[config.mk]
export PLATFORM = sky130hd
export DESIGN_NAME = intan_frame_packer_flat
export DESIGN_NICKNAME = d
export VERILOG_FILES = /design/src/rtl/intan_pkg.sv /design/src/rtl/intan_frame_packer_if.sv /design/src/rtl/sat_counter16.sv /design/src/rtl/intan_frame_packer.sv /design/src/flat_wrapper.sv
export SDC_FILE = /design/constraint.sdc
export NUM_CORES = 1
export LEC_CHECK = 0
export CAP_MARGIN = 20
export CORE_MARGIN = 1
export CORE_UTILIZATION = 30
export DETAILED_ROUTE_END_ITERATION = 10
export PLACE_DENSITY = 0.54
export SYNTH_ARGS = -nofsm -noshare
export SYNTH_HDL_FRONTEND = slang
export SYNTH_SLANG_ARGS = --single-unit
[constraint.sdc]
create_clock -name clk -period 2.62 [get_ports clk]
set_input_delay 0.524 -clock clk [delete_from_list [all_inputs] [get_ports clk]]
set_output_delay 0.524 -clock clk [all_outputs]
set_load 0.02 [all_outputs]
[src/rtl/intan_pkg.sv]
// Shared definitions for the Intan frame packer: FSM states, default header and frame sizing.
package intan_pkg;

   typedef enum logic [2:0] {
      ST_IDLE,
      ST_HEADER,
      ST_STAMP,
      ST_PAYLOAD,
      ST_DROP
   } state_e;

   localparam logic [31:0] HEADER_MAGIC_DEFAULT = 32'hC5A5_0001;

   // Two header words followed by two 16-bit samples per 32-bit payload word.
   function automatic int frame_words(input int samples_per_frame);
      return 2 + samples_per_frame / 2;
   endfunction

endpackage

[src/rtl/intan_frame_packer_if.sv]
// Sample-stream input and downstream FIFO write bus of the frame packer.
interface intan_frame_packer_if;
   logic        sample_valid;
   logic [15:0] sample_data;
   logic [8:0]  fifo_count;
   logic        fifo_write_en;
   logic [31:0] fifo_write_data;

   modport master (
      output sample_valid, sample_data, fifo_count,
      input  fifo_write_en, fifo_write_data
   );

   modport slave (
      input  sample_valid, sample_data, fifo_count,
      output fifo_write_en, fifo_write_data
   );
endinterface

[src/rtl/sat_counter16.sv]
// 16-bit event counter that sticks at 16'hFFFF instead of wrapping.
module sat_counter16 (
   input  logic        clk,
   input  logic        rstn,
   input  logic        inc_i,
   output logic [15:0] count_o
);
   logic [15:0] count_q, count_d;

   always_comb begin
      count_d = count_q;
      if (inc_i && count_q != 16'hFFFF) count_d = count_q + 16'd1;
   end

   always_ff @(posedge clk) begin
      if (!rstn) count_q <= 16'd0;
      else       count_q <= count_d;
   end

   assign count_o = count_q;
endmodule

[src/rtl/intan_frame_packer.sv]
// Packs 16-bit samples into framed 32-bit FIFO words (magic, stamp, payload); drops whole
// frames when the downstream FIFO cannot hold them.
module intan_frame_packer
   import intan_pkg::*;
#(
   parameter int          SAMPLES_PER_FRAME = 64,
   parameter int          FIFO_DEPTH        = 256,
   parameter logic [31:0] HEADER_MAGIC      = HEADER_MAGIC_DEFAULT
) (
   input  logic                      clk,
   input  logic                      rstn,
   input  logic                      enable,
   input  logic                      frame_start,
   intan_frame_packer_if.slave       bus,
   output logic [31:0]               frame_count,
   output logic [15:0]               drop_count,
   output logic [15:0]               err_count,
   output logic                      busy
);
   // Two spare entries of margin on top of the frame itself.
   localparam int          NEED_FREE = frame_words(SAMPLES_PER_FRAME) + 2;
   localparam logic [10:0] LAST_IDX  = 11'(SAMPLES_PER_FRAME - 1);

   state_e      state_q, state_d;
   logic [10:0] idx_q, idx_d;
   logic [15:0] held_q, held_d;
   logic [31:0] stamp_q, stamp_d;
   logic [31:0] frame_cnt_q, frame_cnt_d;
   logic        wen_q, wen_d;
   logic [31:0] wdata_q, wdata_d;
   logic        drop_inc, err_inc;
   logic        room;

   assign room = (FIFO_DEPTH - int'(bus.fifo_count)) >= NEED_FREE;

   always_comb begin
      state_d     = state_q;
      idx_d       = idx_q;
      held_d      = held_q;
      stamp_d     = stamp_q;
      frame_cnt_d = frame_cnt_q;
      wen_d       = 1'b0;
      wdata_d     = wdata_q;
      drop_inc    = 1'b0;
      err_inc     = 1'b0;
      case (state_q)
         ST_IDLE: begin
            if (bus.sample_valid) err_inc = 1'b1;
            if (frame_start && enable) begin
               frame_cnt_d = frame_cnt_q + 32'd1;
               stamp_d     = frame_cnt_q;
               idx_d       = 11'd0;
               if (room) begin
                  state_d = ST_HEADER;
               end else begin
                  state_d  = ST_DROP;
                  drop_inc = 1'b1;
               end
            end
         end
         ST_HEADER: begin
            err_inc = bus.sample_valid || (frame_start && enable);
            wen_d   = 1'b1;
            wdata_d = HEADER_MAGIC;
            state_d = ST_STAMP;
         end
         ST_STAMP: begin
            err_inc = bus.sample_valid || (frame_start && enable);
            wen_d   = 1'b1;
            wdata_d = stamp_q;
            state_d = ST_PAYLOAD;
         end
         ST_PAYLOAD, ST_DROP: begin
            err_inc = frame_start && enable;
            if (bus.sample_valid) begin
               // Dropped frames still consume their samples so the stream stays aligned.
               if (state_q == ST_PAYLOAD) begin
                  if (!idx_q[0]) begin
                     held_d = bus.sample_data;
                  end else begin
                     wen_d   = 1'b1;
                     wdata_d = {bus.sample_data, held_q};
                  end
               end
               if (idx_q == LAST_IDX) state_d = ST_IDLE;
               else                   idx_d   = idx_q + 11'd1;
            end
         end
         default: state_d = ST_IDLE;
      endcase
   end

   always_ff @(posedge clk) begin
      if (!rstn) begin
         state_q     <= ST_IDLE;
         idx_q       <= 11'd0;
         held_q      <= 16'd0;
         stamp_q     <= 32'd0;
         frame_cnt_q <= 32'd0;
         wen_q       <= 1'b0;
         wdata_q     <= 32'd0;
      end else begin
         state_q     <= state_d;
         idx_q       <= idx_d;
         held_q      <= held_d;
         stamp_q     <= stamp_d;
         frame_cnt_q <= frame_cnt_d;
         wen_q       <= wen_d;
         wdata_q     <= wdata_d;
      end
   end

   sat_counter16 u_drop_cnt (
      .clk    (clk),
      .rstn   (rstn),
      .inc_i  (drop_inc),
      .count_o(drop_count)
   );

   sat_counter16 u_err_cnt (
      .clk    (clk),
      .rstn   (rstn),
      .inc_i  (err_inc),
      .count_o(err_count)
   );

   assign bus.fifo_write_en   = wen_q;
   assign bus.fifo_write_data = wdata_q;
   assign frame_count         = frame_cnt_q;
   assign busy                = (state_q != ST_IDLE);
endmodule

[src/flat_wrapper.sv]
// flat-port wrapper written by rule: the top's interface ports become plain ports
module intan_frame_packer_flat import intan_pkg::*;
#(
   parameter int          SAMPLES_PER_FRAME = 64,
   parameter int          FIFO_DEPTH        = 256,
   parameter logic [31:0] HEADER_MAGIC      = HEADER_MAGIC_DEFAULT
)
  (clk, rstn, enable, frame_start, frame_count, drop_count, err_count, busy, bus_sample_valid, bus_sample_data, bus_fifo_count, bus_fifo_write_en, bus_fifo_write_data);
  intan_frame_packer_if bus_i ();
  input  logic clk;
  input  logic rstn;
  input  logic enable;
  input  logic frame_start;
  output logic [31:0] frame_count;
  output logic [15:0] drop_count;
  output logic [15:0] err_count;
  output logic busy;
  input wire logic [$bits(bus_i.sample_valid)-1:0] bus_sample_valid;
  input wire logic [$bits(bus_i.sample_data)-1:0] bus_sample_data;
  input wire logic [$bits(bus_i.fifo_count)-1:0] bus_fifo_count;
  output wire logic [$bits(bus_i.fifo_write_en)-1:0] bus_fifo_write_en;
  output wire logic [$bits(bus_i.fifo_write_data)-1:0] bus_fifo_write_data;
  assign bus_i.sample_valid = bus_sample_valid;
  assign bus_i.sample_data = bus_sample_data;
  assign bus_i.fifo_count = bus_fifo_count;
  assign bus_fifo_write_en = bus_i.fifo_write_en;
  assign bus_fifo_write_data = bus_i.fifo_write_data;
  intan_frame_packer #(.SAMPLES_PER_FRAME(SAMPLES_PER_FRAME), .FIFO_DEPTH(FIFO_DEPTH), .HEADER_MAGIC(HEADER_MAGIC)) u_core (.clk(clk), .rstn(rstn), .enable(enable), .frame_start(frame_start), .bus(bus_i), .frame_count(frame_count), .drop_count(drop_count), .err_count(err_count), .busy(busy));
endmodule
==> reports/results.txt, run 1 <==
status = completed
CP Launch Type = flop
max layer used = met4
Worst Hold Class = flop to flop
Clk pwr share = 43.9%
Worst Path Arrival = 1960 ps
met1 wire length = 10000 um
Fin. Hold Viols = 0
drt pass-1 iters = 7
# hold bufs at CTS = 0
Psw = 1.58 mW
post_cts resized = 0
combinational fraction of design power = 12.0%
Antenna Cells = 0
Clk pin slew, worst setup/hold paths = 60 ps
Avg Cell Area, Syn = 8.42 sq um
R2R cell count = 6
cell-internal power = 4.23 mW
PwrDens = 630 nW/um^2
placed inst area = 8630 sq um
initial detailed-routing violation count = 368
final worst path period share = 94.8%
WL per Instance = 16.3 um
# clock sinks = 159
Syn Inst Count = 820
post-synthesis instance area = 6900 sq um
Pins Over Slew Limit = 0
antenna violations before repair = 0
number of synthesized flops with an enable pin = 0
CTS Buffer Depth = 2
row cnt = 55
post-CTS setup buffers = 0
Clk Tree Root Cell = clkbuf_16
Critical Path RT = 2100 ps
dpl ws = 76.7 ps
worst hold start = u_core.held_q[2]$_SDFFE_PN0P_
Max Cap Violations = 0
full die area = 23600 sq um
total number of vias = 6327
Skew-Pair Late Insertion Delay = 430 ps
die height = 154 um
Syn Nets = 854
crit path cell chain = or3_4 > clkdlybuf4s50_1
area growth from synthesis to layout = 33.7%
switching share of total power = 27.2%
Max transition margin = 48.4%
worst setup margin = 137 ps
HPWL after DPL = 14300 um
min Tclk post-route = 2480 ps
first-pass GRT wire length = 32800 um
post-synth cell types = 55
setup TNS = 0 ps
critical path capture point type = primary output
Worst-Margin Slew = 774 ps
share of power burned in registers = 44.1%
peak supply drop = 0.000459 V
Worst Skew = 14.2 ps
fin area = 9230 sq um
Met2 Wirelength = 9140 um
DRC Markers = 0
R2R Setup Slk = 490 ps
Most used DFF post-synth = dfxtp_1
final wirelength = 20300 um
H-tree depth = 4
Final setup violation count = 0
largest net degree at the start of global routing = 58
CTS tree = done
total clock buffers created by CTS = 17
I/O Pins = 128
CP Class = flop to primary output
CP max-delay cell = dfxtp_1
gpl congestion = 0.747
total gr overflow = 0
Routed Antenna Nets = 0
register area share after synthesis = 46.1%
Ys Warns = 0
total power = 5.81 mW
fmax = 403 MHz
routed wl met3 = 874 um
WHS = 454 ps
core area = 22600 sq um
Crit Path Max Fanout = 12
DR vias/cell = 5.06
final net count = 986
Worst Hold End = u_core.held_q[2]$_SDFFE_PN0P_
R2R Path End = u_core.idx_q[7]$_SDFFE_PN0P_
die width = 154 um
Crit path largest cell delay = 640 ps
RR Startpoint = u_core.idx_q[6]$_SDFFE_PN0P_
static leakage = 2.90 nW
layout cells sized above 1 = 9.64%
number of global-route vias before repair = 5911
Tot GR Track Use = 17.6%
ys async rst share = 0%
hold path depth = 2
RSZ-0062 raised after global routing = no
Initial Util = 30.6%
# port buffers = 127
register bit total from synthesis = 159
[Yosys cell counts, types with 2 or more instances]
cell | count | share of area [%]
nor3_2 | 7 | 1.0
o21bai_1 | 2 | 0.22
and4_1 | 6 | 0.76
or2_2 | 2 | 0.18
nand2b_1 | 7 | 0.63
nor4_1 | 10 | 0.91
buf_2 | 10 | 0.73
a21oi_1 | 91 | 6.6
ha_1 | 4 | 0.73
clkbuf_1 | 32 | 1.7
o31ai_1 | 9 | 0.98
o21ai_1 | 2 | 0.15
mux2i_1 | 8 | 1.2
o211ai_1 | 2 | 0.22
buf_1 | 3 | 0.16
a211oi_1 | 27 | 2.9
dfxtp_1 | 159 | 46
nor4_2 | 3 | 0.54
nand4_1 | 11 | 1.0
o311a_1 | 2 | 0.29
o21ai_0 | 31 | 2.2
xnor2_1 | 26 | 3.3
nor2_1 | 69 | 3.8
o31a_1 | 3 | 0.38
nor4b_1 | 3 | 0.38
buf_6 | 4 | 0.65
nor3b_1 | 4 | 0.44
nand3_1 | 24 | 1.7
inv_1 | 19 | 1.0
a22oi_1 | 33 | 3.6
and3_1 | 6 | 0.54
nor3_1 | 10 | 0.73
or4_1 | 10 | 1.1
or3_1 | 23 | 2.1
nand2_1 | 130 | 7.1
xor2_1 | 7 | 0.89
and2_1 | 3 | 0.27
[cells in the final DEF, fill, tap and decap left out, drive strengths merged, types with 8 or more instances in the layout]
cell and instances:
xnor2 26, nand4 12, mux2i 8, nor3 17
clkdlybuf4s50 127, o31ai 9, a211oi 27, nor4 14
a22oi 33, nor2 70, buf 36, o21ai 33
nand3 25, a21oi 91, clkbuf 17, or4 11
nand2 130, inv 28, dfxtp 159, or3 24
[through the flow]
step	std cells	utilization [%]
floorplan	820	-
global placement	1218	38.2
detailed placement	1218	38.2
CTS	1250	40.9
global route	1250	40.9
finish	1250	40.9
[power groups by stage]
stage / clock [mW] / sequential (mW) / combinational, mW
floorplan: 0 / 2.69 / 0.301
global placement: 0 / 2.62 / 0.698
detailed placement: 0 / 2.62 / 0.700
CTS: 2.61 / 2.57 / 0.703
global route: 2.70 / 2.58 / 0.750
finish: 2.55 / 2.57 / 0.695
[worst max-delay path: cells and delay by family (launching register included)]
kind                   cells  cell delay [ps]
DFF                        1              640
and+or+nand+nor            1              280
buffers and inverters      1              610
[per-layer routing]
metal  track usage [%]  vias up
met2              26.8      124
met4              6.24        0
met1              24.4     2995
met5                 0        -
met3              3.75       20
li1                  -     3188
[cells by family after synthesis]
kind of cell,count (synthesis),synth area share (%)
simple gates,338,24.9
compound gates,208,18.4
flops,159,46.1
buf+inv,70,4.48
xor+xnor,33,4.19
mux,8,1.16
fa+ha+maj,4,0.725
[state kept, by name, summed over array words and instances (netlist names)]
name / count
u_core.held_q: 16
u_core.stamp_q: 32
u_core.frame_count: 32
u_core.bus.fifo_write_data: 32
u_core.u_drop_cnt.count_o: 16
u_core.bus.fifo_write_en: 1
u_core.u_err_cnt.count_o: 16
u_core.idx_q: 11
u_core.state_q: 3
[cell type report]
cell class              instances  area [sq um]
well taps                     285           357
flip-flops and latches        159          3180
fillers                      2376         13300
multi-input cells             591          3430
inverters                      20          77.6
clock inverters                15           175
clock buffers                  17           425
repair buffers                163          1580
[worst max-delay path by stage]
stage / endpoint / from / slack, ps
floorplan: u_core.frame_count[11]$_SDFFE_PN0P_ / frame_start / 720
global placement: u_core.frame_count[31]$_SDFFE_PN0P_ / frame_start / 120
detailed placement: u_core.frame_count[31]$_SDFFE_PN0P_ / enable / 80
CTS: busy / u_core.state_q[2]$_SDFFE_PN0P_ / 110
global route: busy / u_core.state_q[2]$_SDFFE_PN0P_ / 30
finish: busy / u_core.state_q[2]$_SDFFE_PN0P_ / 140
(Power assumes the default switching activity.)
==> run 2: changes to the inputs <==
--- a/config.mk
+++ b/config.mk
@@ -7,9 +7,10 @@
 export LEC_CHECK = 0
 export CAP_MARGIN = 20
 export CORE_MARGIN = 1
-export CORE_UTILIZATION = 30
+export CORE_UTILIZATION = 35
 export DETAILED_ROUTE_END_ITERATION = 10
-export PLACE_DENSITY = 0.54
+export PLACE_DENSITY = 0.6
+export SKIP_CTS_REPAIR_TIMING = 1
 export SYNTH_ARGS = -nofsm -noshare
 export SYNTH_HDL_FRONTEND = slang
 export SYNTH_SLANG_ARGS = --single-unit
==> run 2 against run 1 <==
Net effect: maximum frequency is 4.0% higher; die area fell by 14%; setup slack better by 96 ps; design area is 0.35% lower; first-iteration DRC count rose by 18%; utilization grew 7.5 points; sequential cell count is the same; worst hold slack gained 0.61 ps; sequential share of layout area rose by 0.12 points; power increased by 0.70%; largest power group is now the clock network; highest routed layer unchanged.
==> reports/results.txt, run 2 (synthesis gave the netlist of run 1 again) <==
status = completed (unchanged)
gpl congestion = 0.782 (was 0.747)
Tot GR Track Use = 19.3% (was 17.6%)
Fin. Hold Viols = 0 (unchanged)
Max transition margin = 46.9% (was 48.4%)
DR vias/cell = 5.20 (was 5.06)
most frequent cells in the layout = 159 x dfxtp_1, 130 x nand2_1, 127 x clkdlybuf4s50_1 (unchanged)
fmax = 419 MHz (was 403 MHz)
peak supply drop = 0.000470 V (was 0.000459 V)
final net count = 983 (was 986)
RSZ-0062 raised after global routing = no (unchanged)
fin area = 9200 sq um (was 9230 sq um)
layout cells sized above 1 = 9.15% (was 9.64%)
largest net degree at the start of global routing = 56 (was 58)
total gr overflow = 0 (unchanged)
Routed Antenna Nets = 0 (unchanged)
drt pass-1 iters = 6 (was 7)
Crit Path Max Fanout = 12 (unchanged)
most common cell after layout, fill and taps aside = dfxtp_1 (unchanged)
WL per Instance = 15.7 um (was 16.3 um)
final wirelength = 19100 um (was 20300 um)
CP Launch Type = flop (unchanged)
full die area = 20300 sq um (was 23600 sq um)
grt met1 use = 28.5% (was 24.4%)
Critical Path RT = 2100 ps (about the same)
I/O Pins = 128 (unchanged)
met3 usage = 3.13% (was 3.75%)
DRC Markers = 0 (unchanged)
Worst Skew = 5.59 ps (was 14.2 ps)
dpl ws = 114 ps (was 76.7 ps)
met2 Usage GRT = 28.8% (was 26.8%)
Clk Tree Root Cell = clkbuf_16 (unchanged)
final worst path period share = 91.1% (was 94.8%)
CTS tree = done (unchanged)
HPWL after DPL = 13400 um (was 14300 um)
setup TNS = 0 ps (unchanged)
CP Class = flop to primary output (unchanged)
Skew-Pair Late Insertion Delay = 420 ps (was 430 ps)
first-pass GRT wire length = 30900 um (was 32800 um)
PwrDens = 636 nW/um^2 (was 630 nW/um^2)
Worst-Margin Slew = 797 ps (was 774 ps)
total number of vias = 6357 (was 6327)
static leakage = 2.90 nW (about the same)
initial detailed-routing violation count = 434 (was 368)
Pins Over Slew Limit = 0 (unchanged)
core area = 19000 sq um (was 22600 sq um)
Antenna Cells = 0 (unchanged)
Post-Route Utilization = 48.4% (was 40.9%)
GR peak layer = met2 (unchanged)
Worst Hold Class = flop to flop (unchanged)
number of global-route vias before repair = 5930 (was 5911)
antenna violations before repair = 0 (unchanged)
worst setup margin = 233 ps (was 137 ps)
Initial Util = 36.3% (was 30.6%)
critical path capture point type = primary output (unchanged)
Clk pin slew, worst setup/hold paths = 60 ps (about the same)
area growth from synthesis to layout = 33.3% (was 33.7%)
total clock buffers created by CTS = 17 (unchanged)
placed inst area = 8580 sq um (was 8630 sq um)
# clock sinks = 159 (unchanged)
min Tclk post-route = 2390 ps (was 2480 ps)
H-tree depth = 4 (unchanged)
die width = 142 um (was 154 um)
Worst Path Arrival = 1860 ps (was 1960 ps)
CTS Buffer Depth = 2 (unchanged)
Final setup violation count = 0 (unchanged)
die height = 142 um (was 154 um)
Max Cap Violations = 0 (unchanged)
# port buffers = 127 (unchanged)
row cnt = 50 (was 55)
## run 2: cell count changes in the layout (fill, tap and decap cells not counted), sizes merged
cell    change
buf         -3
clkinv      +3
clkbuf      +2
inv         -7
bufinv      +2
## run 2: path summary, 6_finish.rpt
kind                                                 startpoint                                          end  slack [ps]  depth (start not counted)
worst max register to register   u_core.state_q[1]$_SDFFE_PN0P_  u_core.bus.fifo_write_data[10]$_SDFFE_PN0P_         590                          5
worst min-delay path            u_core.stamp_q[26]$_SDFFE_PN0P_              u_core.stamp_q[26]$_SDFFE_PN0P_         450                          2
worst max-delay path             u_core.state_q[1]$_SDFFE_PN0P_                                         busy         230                          2
worst min register to register  u_core.stamp_q[26]$_SDFFE_PN0P_              u_core.stamp_q[26]$_SDFFE_PN0P_         450                          2
## run 2: layout make-up
type / count / area (sq um)
fill: 1907 / 9820
multi-input combinational: 591 / 3430
sequential: 159 / 3180
timing repair buffer: 160 / 1560
clock buffer: 19 / 433
tap: 260 / 325
clock inverter: 13 / 189
inverter: 20 / 77.6
## run 2: power breakdown
| group | total [mW] | internal [mW] | switching (mW) |
|---|---|---|---|
| Sequential | 2.57 | 2.50 | 0.0680 |
| Combinational | 0.687 | 0.298 | 0.389 |
| Clock | 2.60 | 1.60 | 0.999 |
| Total | 5.85 | 4.40 | 1.46 |
## run 2: routing by layer
metal	wire, um	share of wire (%)
met1	9790	51
met2	8260	43
met3	875	4.6
met4	208	1.1
met5	0	0
## run 2: metrics by stage
step	std cells	hold WS, ps	power (mW)
floorplan	820	436	2.99
global placement	1190	441	3.30
detailed placement	1190	447	3.31
CTS	1222	456	5.91
global route	1222	475	6.07
finish	1222	454	5.85
## run 2: worst max-delay path, stage by stage, from the launching register on
cell	delay, ps
dfxtp_1	550
or3_4	260
clkdlybuf4s50_1	640
==> run 3: changes to the inputs <==
--- a/config.mk
+++ b/config.mk
@@ -5,12 +5,14 @@
 export SDC_FILE = /design/constraint.sdc
 export NUM_CORES = 1
 export LEC_CHECK = 0
-export CAP_MARGIN = 20
+export CAP_MARGIN = 10
 export CORE_MARGIN = 1
 export CORE_UTILIZATION = 35
 export DETAILED_ROUTE_END_ITERATION = 10
 export PLACE_DENSITY = 0.6
 export SKIP_CTS_REPAIR_TIMING = 1
+export SLEW_MARGIN = 20
 export SYNTH_ARGS = -nofsm -noshare
 export SYNTH_HDL_FRONTEND = slang
+export SYNTH_HIERARCHICAL = 1
 export SYNTH_SLANG_ARGS = --single-unit
==> run 3 against run 2 <==
Net effect: setup slack worse by 100 ps; critical endpoint unchanged; global-route usage is 0.56 points higher; power is 17% higher; largest cell class unchanged; cell count is 2.9% higher; combinational power is 120% higher; synthesized cell count is 3.0% higher; non-clock buffer count is 4 higher; register-to-register slack worse by 240 ps; clock power hardly changed; critical path depth is 1 higher.
==> reports/results.txt, run 3 <==
R2R Path End = u_core/u_err_cnt/count_o[9]$_SDFFE_PN0P_ (was u_core.bus.fifo_write_data[10]$_SDFFE_PN0P_)
Crit Path Max Fanout = 12 (unchanged)
full die area = 20700 sq um (was 20300 sq um)
Syn Inst Count = 845 (was 820)
Worst Hold Class = flop to flop (unchanged)
ys async rst share = 0% (unchanged)
fmax = 402 MHz (was 419 MHz)
Most used DFF post-synth = dfxtp_1 (unchanged)
area growth from synthesis to layout = 33.3% (about the same)
post-synth cell types = 57 (was 55)
largest net degree at the start of global routing = 101 (was 56)
Final setup violation count = 0 (unchanged)
DR vias/cell = 5.31 (was 5.20)
die height = 144 um (was 142 um)
Reg area = 3180 sq um (unchanged)
Commonest cells post-synth = 159 x dfxtp_1, 143 x nand2_1, 89 x a21oi_1 (was 159 x dfxtp_1, 130 x nand2_1, 91 x a21oi_1)
critical path capture point type = primary output (unchanged)
total number of vias = 6669 (was 6357)
total gr overflow = 0 (unchanged)
Max Cap Violations = 0 (unchanged)
core area = 19600 sq um (was 19000 sq um)
total clock buffers created by CTS = 17 (unchanged)
final net count = 1013 (was 983)
PwrDens = 731 nW/um^2 (was 636 nW/um^2)
Worst Hold End = u_core/stamp_q[26]$_SDFFE_PN0P_ (was u_core.stamp_q[26]$_SDFFE_PN0P_)
Worst Path Arrival = 1960 ps (was 1860 ps)
I/O Pins = 128 (unchanged)
final wirelength = 20200 um (was 19100 um)
initial detailed-routing violation count = 495 (was 434)
Area contributors post-synth = dfxtp_1 45%, nand2_1 7.6%, a21oi_1 6.3% (was dfxtp_1 46%, nand2_1 7.1%, a21oi_1 6.6%)
status = completed (unchanged)
Routed Antenna Nets = 0 (unchanged)
Tot GR Track Use = 19.9% (was 19.3%)
R2R Setup Slk = 350 ps (was 590 ps)
CTS Buffer Depth = 2 (unchanged)
WL per Instance = 16.0 um (was 15.7 um)
Worst-Margin Slew = 965 ps (was 797 ps)
CTS tree = done (unchanged)
H-tree depth = 4 (unchanged)
R2R cell count = 8 (was 5)
register area share after synthesis = 45.2% (was 46.1%)
Initial Util = 36.0% (was 36.3%)
number of synthesized flops with an enable pin = 0 (unchanged)
# port buffers = 127 (unchanged)
gpl congestion = 0.818 (was 0.782)
first-pass GRT wire length = 31900 um (was 30900 um)
Skew-Pair Late Insertion Delay = 430 ps (was 420 ps)
die width = 144 um (was 142 um)
peak supply drop = 0.000533 V (was 0.000470 V)
min Tclk post-route = 2490 ps (was 2390 ps)
Clk Tree Root Cell = clkbuf_16 (unchanged)
Worst Skew = 9.95 ps (was 5.59 ps)
Syn Nets = 879 (was 854)
# clock sinks = 159 (unchanged)
setup TNS = 0 ps (unchanged)
antenna violations before repair = 0 (unchanged)
drt pass-1 iters = 4 (was 6)
worst hold start = u_core/stamp_q[26]$_SDFFE_PN0P_ (was u_core.stamp_q[26]$_SDFFE_PN0P_)
Yosys top cell by area = dfxtp_1 (unchanged)
FILL cells = 1923 (was 1907)
HPWL after DPL = 14200 um (was 13400 um)
area of the multi-input gates = 3610 sq um (was 3430 sq um)
static leakage = 3.05 nW (was 2.90 nW)
Antenna Cells = 0 (unchanged)
row cnt = 51 (was 50)
final worst path period share = 94.9% (was 91.1%)
Fin. Hold Viols = 0 (unchanged)
RSZ-0062 raised after global routing = no (unchanged)
CP Launch Type = flop (unchanged)
Max transition margin = 35.2% (was 46.9%)
RR Startpoint = u_core/state_q[0]$_SDFFE_PN0P_ (was u_core.state_q[1]$_SDFFE_PN0P_)
Clk pin slew, worst setup/hold paths = 70 ps (was 60 ps)
post-synthesis instance area = 7050 sq um (was 6900 sq um)
final cell count without fillers = 1257 (was 1222)
Avg Cell Area, Syn = 8.34 sq um (was 8.42 sq um)
DRC Markers = 0 (unchanged)
post-synth top area share = 45.2% (was 46.1%)
Pins Over Slew Limit = 0 (unchanged)
register bit total from synthesis = 159 (unchanged)
most frequent cells in the layout = 159 x dfxtp_1, 143 x nand2_1, 127 x clkdlybuf4s50_1 (was 159 x dfxtp_1, 130 x nand2_1, 127 x clkdlybuf4s50_1)
hold path depth = 2 (unchanged)
CP Class = flop to primary output (unchanged)
Placed Cells = 1225 (was 1190)
Ys Warns = 6 (was 0)
most common cell after layout, fill and taps aside = dfxtp_1 (unchanged)
layout cells sized above 1 = 8.67% (was 9.15%)
Critical Path RT = 2100 ps (about the same)
number of global-route vias before repair = 5821 (was 5930)
most common cell in the netlist = dfxtp_1 (unchanged)
[run 3: kinds of logic after synthesis]
family	after synthesis	share of synthesized area (%)
AOI/OAI and AO/OA	215	19.3
xor gates and xnor gates	29	3.60
adders and majority gates	4	0.710
buffers and inverters	68	3.91
DFF	159	45.2
muxes	7	0.995
and+or+nand+nor	363	26.4
[run 3: worst max-delay path, stage by stage, from the launching register on]
cell and delay [ps]:
dfxtp_1 630, nor3_4 90, inv_2 180, clkdlybuf4s50_1 630
[run 3: final cells by class]
class | count | share of cell area, %
repair buffers | 164 | 16.8
inverters | 19 | 0.759
well taps | 265 | 3.53
multi-input cells | 618 | 38.4
clock inverters | 15 | 2.09
clock buffers | 17 | 4.53
flip-flops and latches | 159 | 33.9
[run 3: metal layers]
| layer | vias to the layer above | track usage, % | routed length, um |
|---|---|---|---|
| met1 | 3130 | 30.3 | 10300 |
| met3 | 14 | 3.57 | 996 |
| met5 | - | 0 | 0 |
| li1 | 3353 | - | - |
| met4 | 0 | 5.21 | 192 |
| met2 | 172 | 28.1 | 8620 |
[run 3: worst max-delay path by stage]
stage	startpoint	endpoint	slack (ps)	depth (start not counted)
3_3_place_gp	bus_sample_valid	u_core/u_err_cnt/count_o[7]$_SDFFE_PN0P_	30	8
4_1_cts	u_core/state_q[0]$_SDFFE_PN0P_	busy	110	3
3_5_place_dp	frame_start	u_core/u_err_cnt/count_o[7]$_SDFFE_PN0P_	-7	9
2_1_floorplan	u_core/state_q[1]$_SDFFE_PN0P_	u_core/u_drop_cnt/count_o[9]$_SDFFE_PN0P_	290	9
5_1_grt	u_core/state_q[0]$_SDFFE_PN0P_	busy	60	3
6_report	u_core/state_q[0]$_SDFFE_PN0P_	busy	130	3
[run 3: stage by stage]
step	total power [mW]	utilization, %	hold slack (ps)	instance area (sq um)	setup WS [ps]
final	6.86	47.9	454	9390	132
after CTS	6.93	47.9	456	9390	115
after global routing	7.18	47.9	473	9390	59.1
after detailed placement	4.28	44.8	447	8770	-7.15
after floorplan	3.61	-	436	7050	293
after global placement	4.28	44.8	443	8770	34.8
[run 3: report_power, final]
group | switching [mW] | internal (mW)
sequential | 0.142 | 2.61
combinational | 0.866 | 0.613
clock | 1.09 | 1.54
total | 2.10 | 4.76
